==> config.mk <==
export PLATFORM = sky130hd
export DESIGN_NAME = mul_booth4
export DESIGN_NICKNAME = d
export VERILOG_FILES = /design/src/rtl/mul_pkg.sv /design/src/rtl/booth4_enc.sv /design/src/rtl/mul_booth4.sv
export SDC_FILE = /design/constraint.sdc
export NUM_CORES = 1
export LEC_CHECK = 0
export ABC_AREA = 0
export BUFFER_PORTS_ARGS = -buffer_cell sky130_fd_sc_hd__buf_2
export CAP_MARGIN = 10
export CELL_PAD_IN_SITES_DETAIL_PLACEMENT = 1
export CELL_PAD_IN_SITES_GLOBAL_PLACEMENT = 2
export CORE_MARGIN = 2
export CORE_UTILIZATION = 37
export DETAILED_ROUTE_END_ITERATION = 8
export PLACE_DENSITY = 0.95
export SETUP_SLACK_MARGIN = 0.1
export SLEW_MARGIN = 20
export SYNTH_ARGS = -nofsm -noshare
export SYNTH_HDL_FRONTEND = slang
export SYNTH_SLANG_ARGS = --single-unit
==> constraint.sdc <==
create_clock -name clk -period 8.2 [get_ports clk]
set_input_delay 0.82 -clock clk [delete_from_list [all_inputs] [get_ports clk]]
set_output_delay 0.82 -clock clk [all_outputs]
set_load 0.1 [all_outputs]
==> src/rtl/mul_pkg.sv <==
// mul_pkg: shared types and helpers for the radix-4 Booth multiplier.
// Holds the FSM state enum, the Booth digit enum and the iteration count function.
// ALIGN is present only when MUL_EARLY_OUT_EN is defined.
package mul_pkg;
  typedef enum logic [1:0] {
    IDLE,
    RUN
`ifdef MUL_EARLY_OUT_EN
    , ALIGN
`endif
  } state_t;
  typedef enum logic [2:0] {ZERO, POS1, POS2, NEG1, NEG2} digit_t;
  function automatic int n_iter(int b_w);
    return (b_w + 2) / 2;
  endfunction
endpackage

==> src/rtl/booth4_enc.sv <==
// booth4_enc: combinational radix-4 Booth recoder.
// Ports: bits = {b[i+1], b[i], look-back bit}; d = digit in {0, +-A, +-2A}.
module booth4_enc
  import mul_pkg::*;
(
  input  logic [2:0] bits,
  output digit_t     d
);
  assign d = (bits == 3'b011) ? POS2 :
             (bits == 3'b100) ? NEG2 :
             (bits == 3'b001 || bits == 3'b010) ? POS1 :
             (bits == 3'b101 || bits == 3'b110) ? NEG1 : ZERO;
endmodule

==> src/rtl/mul_booth4.sv <==
// mul_booth4: sequential radix-4 Booth multiplier, one digit per clock.
// Ports: clk, rst_n (async active-low); a/b operands with a_signed/b_signed;
// stb starts an operation from IDLE, kill aborts; busy while in flight;
// ack pulses one cycle when o holds the product.
// Optional feature MUL_EARLY_OUT_EN: skip trailing all-zero/all-one multiplier
// digits with a single ALIGN shift.
module mul_booth4
  import mul_pkg::*;
#(
  parameter int A_W = 32,
  parameter int B_W = 32,
  parameter int O_W = A_W + B_W
) (
  input  logic           clk,
  input  logic           rst_n,
  input  logic [A_W-1:0] a,
  input  logic [B_W-1:0] b,
  input  logic           a_signed,
  input  logic           b_signed,
  input  logic           stb,
  input  logic           kill,
  output logic           busy,
  output logic           ack,
  output logic [O_W-1:0] o
);
  localparam int AC_W = A_W + 3;
  localparam int R_W  = AC_W + B_W + 3;
  localparam int N    = n_iter(B_W);
  localparam int C_W  = $clog2(N + 1);
  state_t          state;
  digit_t          d;
  logic [R_W-1:0]  r, step;
  logic [A_W:0]    a_q;
  logic [C_W-1:0]  cnt;
  logic [AC_W-1:0] p1, p2, add, sum;
  logic            acc, last, eo;
  // r = {accumulator, multiplier (B_W+2 bits), look-back bit}
  booth4_enc u_enc (.bits(r[2:0]), .d(d));
  assign p1 = {{2{a_q[A_W]}}, a_q};
  assign p2 = {a_q[A_W], a_q, 1'b0};
  always_comb add = (d == POS1) ? p1 : (d == POS2) ? p2 : (d == NEG1) ? -p1 : (d == NEG2) ? -p2 : '0;
  assign sum  = r[R_W-1 -: AC_W] + add;
  assign step = $signed({sum, r[R_W-AC_W-1:0]}) >>> 2;
  assign last = cnt == C_W'(1);
  assign acc  = state == IDLE && stb && !kill;
  assign busy = state != IDLE;
  assign o    = r[O_W:1];
`ifdef MUL_EARLY_OUT_EN
  logic [B_W+2:0] low, msk;
  logic [R_W-1:0] align;
  // unretired multiplier bits sit in r[2*cnt:0]; uniform bits recode to all-zero digits
  assign low   = r[B_W+2:0];
  assign msk   = ~({(B_W+3){1'b1}} << {cnt, 1'b1});
  assign eo    = ((low & msk) == '0) || ((low | ~msk) == '1);
  assign align = $signed(r) >>> {cnt, 1'b0};
`else
  assign eo = 1'b0;
`endif
  always_ff @(posedge clk or negedge rst_n)
    if (!rst_n) begin
      state <= IDLE;
      ack   <= 1'b0;
    end else begin
      ack <= 1'b0;
      if (kill) state <= IDLE;
      else
        case (state)
          IDLE: if (stb) state <= RUN;
          RUN:
`ifdef MUL_EARLY_OUT_EN
            if (eo) state <= ALIGN;
            else
`endif
            if (last) begin
              state <= IDLE;
              ack   <= 1'b1;
            end
`ifdef MUL_EARLY_OUT_EN
          ALIGN: begin
            state <= IDLE;
            ack   <= 1'b1;
          end
`endif
          default: state <= IDLE;
        endcase
    end
  always_ff @(posedge clk)
    if (acc) begin
      a_q <= {a_signed & a[A_W-1], a};
      r   <= {{AC_W{1'b0}}, {2{b_signed & b[B_W-1]}}, b, 1'b0};
      cnt <= C_W'(N);
    end else if (state == RUN && !eo) begin
      r   <= step;
      cnt <= cnt - C_W'(1);
    end
`ifdef MUL_EARLY_OUT_EN
    else if (state == ALIGN) r <= align;
`endif
endmodule

==> results.md <==
- Final Hold Viols: 0
- Type of origin of the critical path: flip-flop
- Reg clk slew, reported paths: 80 ps
- R2R depth: 18
- HP Class: in -> async
- Most frequent cells in the layout: buf_2 (135), nand2_1 (110), o21ai_0 (86), nor2_1 (76), edfxtp_1 (67)
- R2R setup slack: 2720 ps
- Initial core utilization: 0.378
- Final Max Slew Viols: 0
- GP Congestion: 0.855
- Final hold slack: 228 ps
- Slowest-stage cell, CP: nor4_1
- RSZ-0062 raised after global routing: false
- # nets final: 1110
- Maximum fanout along the worst path: 10
- Total congestion overflow: 0
- Largest net degree at the start of global routing: 72
- # IOs: 136
- Worst-Skew Late Latency: 370 ps
- Final instance area: 8940 um^2
- Die Y-Extent: 153 um
- Area contributors post-synth: edfxtp_1 (24%), dfxtp_1 (9.5%), buf_4 (5.9%)
- Commonest non-fill, non-tap cell in the layout: buf_2
- Site row count: 54
- Post-synth net total: 1072
- Slew at the pin closest to its max-slew limit: 1060 ps
- Pre-CTS worst setup slack: 2780 ps
- Die X: 153 um
- Vias in the first global route: 7393
- Final worst path period share: 0.668
- 1st-iter DRT viols: 411
- CTS max path bufs: 2
- Final Setup Violations: 0
- Die area: 23500 um^2
- Max Fclk: 183 MHz
- CP arrival: 5730 ps
- Ys Warns: 0
- Dpl hpwl: 18700 um
- End of the worst register-to-register path: r[61]
- CTS Sinks: 108
- Sequential share of the synthesized area: 0.345
- Max-Slew Margin vs Limit: 0.295
- Initial antenna violation count: 0
- Worst reg2reg startpoint: a_q[6]
- Netlist Area Pre-Place: 8250 um^2
- Worst Path Required: 8450 ps
- First-pass GRT wire length: 40000 um
- Tmin final: 5480 ps
- Final worst slack: 2720 ps
- Crit Path Category: reg -> reg
- Root Driver: clkbuf_16
- Port Buffers: 135
- Power Density: 345 nW/um^2
- Most Frequent Cell on Critical Path: o211ai_1
- CTS H-Tree Depth: 3
- Via/cell ratio: 5.67
- Post-route DRC violation count: 0
- Number of inserted diodes: 0
- Clock skew: 11.9 ps
- Core area: 21800 um^2
- Crit path cell chain: nor4_1 -> nand3_2 -> or3_1 -> nand2_1 -> o21ai_0 -> o211ai_1 -> o211ai_1 -> o31a_1 -> ha_1 -> a21oi_1 -> o21a_1 -> o311ai_0 -> o211ai_1 -> a21boi_0 -> o31ai_1 -> a21boi_0 -> or3_1 -> a32o_1
- Drt first pass iters: 4
- Area post-placement: 8650 um^2
- EDFF count, synth: 67
- TritonCTS Buffers: 9
- CP endpoint kind: flip-flop
- Hold_buf cts: 0
- Distinct cell type count after synthesis: 70
- IR drop worst, VDD: 0.202 mV
- Post-synth top area cell: edfxtp_1
- Avg Inst Size Synth: 8.55 um^2
- Total Power: 3.09 mW
- Ys async rst share: 0.0185
- Cells after Synth: 964
- Max stage delay on crit path: 680 ps
- Setup bufs post-CTS: 0
- GRT Resource Usage Total: 0.210
- CTS tree: done
- Wirelength, routed: 25100 um
- Wirelength per Cell: 19.5 um
- Layout cells sized above 1: 0.190
- Total number of vias: 7297
- Post_cts resized: 0
- Status: complete, no violations
- Pleak: 3.64 nW
- Yosys reg bits: 108
- Setup TNS: 0 ps
- ANT nets after route: 0
- Syn-to-layout area delta: 8.39%
- # Max-Cap Violations: 0
- Most frequently used flop master after synthesis: edfxtp_1
- Post-synth top area share: 0.244
==> critical path, delay by kind of cell (launching register included) <==
family                     cells  cell delay [ps]
AOI/OAI and AO/OA             12             2350
adders and majority gates      1              390
DFF                            1              500
and+or+nand+nor                5             2160
==> where the power goes <==
part / switching [mW] / total, mW / leakage [nW] / internal, mW
Clock: 0.228 / 0.442 / 0.142 / 0.214
Sequential: 0.121 / 0.824 / 1.00 / 0.703
Combinational: 1.31 / 1.82 / 2.49 / 0.511
==> how the worst max path moves through the flow <==
stage	from	to	slack [ps]	depth (start not counted)
floorplan	a_q[6]	r[53]	3600	19
global placement	r[1]	r[66]	2940	16
detailed placement	a_q[6]	r[61]	2780	18
CTS	a_q[6]	r[61]	2740	18
global route	a_q[6]	r[66]	2150	19
finish	a_q[6]	r[61]	2720	18
==> stage by stage <==
step / util / std cells
floorplan: - / 964
global placement: 0.396 / 1271
detailed placement: 0.396 / 1271
CTS: 0.410 / 1287
global route: 0.410 / 1287
finish: 0.410 / 1287
==> layer usage <==
layer	routed length [um]	up-vias	share of wire	GRT usage
met2	12600	149	0.50	0.373
met3	1130	17	0.045	0.0357
met4	292	0	0.012	0.0445
li1	-	3536	-	-
met5	0	-	0	0
met1	11100	3595	0.44	0.268
==> registers in the layout, summed over array words and instances, names as in the netlist <==
register and cells:
a_q 33, ack 1, cnt 5, r 68
state 1
==> cells by family after synthesis <==
group,count (synthesis),share of synthesized area
flip-flops,108,0.345
AO/OA/AOI/OAI,293,0.238
XOR/XNOR,55,0.0584
buffers and inverters,144,0.0965
adder cells (fa/ha/maj),46,0.0683
multiplexers,17,0.0217
AND/OR/NAND/NOR,301,0.173
==> synthesized netlist by cell type (7+ instances only) <==
cell	n
edfxtp_1	67
nand3_1	15
o22ai_1	10
inv_1	23
nor4_1	8
a21o_1	14
o31ai_1	8
nor3_1	32
dfxtp_1	39
a221oi_1	8
clkbuf_1	45
a31oi_1	7
o211ai_1	11
a22o_1	35
xnor2_1	32
nand2_1	110
and2_1	10
nand2b_1	13
a211oi_1	7
buf_4	65
xor2_1	23
mux2i_1	10
a21oi_1	56
maj3_1	8
o21a_1	11
nor2_1	76
mux2_2	7
ha_1	37
o21ai_0	86
==> layout make-up <==
class | instances | area, um^2
fill | 2642 | 12900
inverter | 26 | 97.6
tap | 280 | 350
clock inverter | 7 | 61.3
timing repair buffer | 145 | 751
multi-input combinational | 712 | 4610
clock buffer | 9 | 225
sequential | 108 | 2850
(Power assumes the default switching activity.)
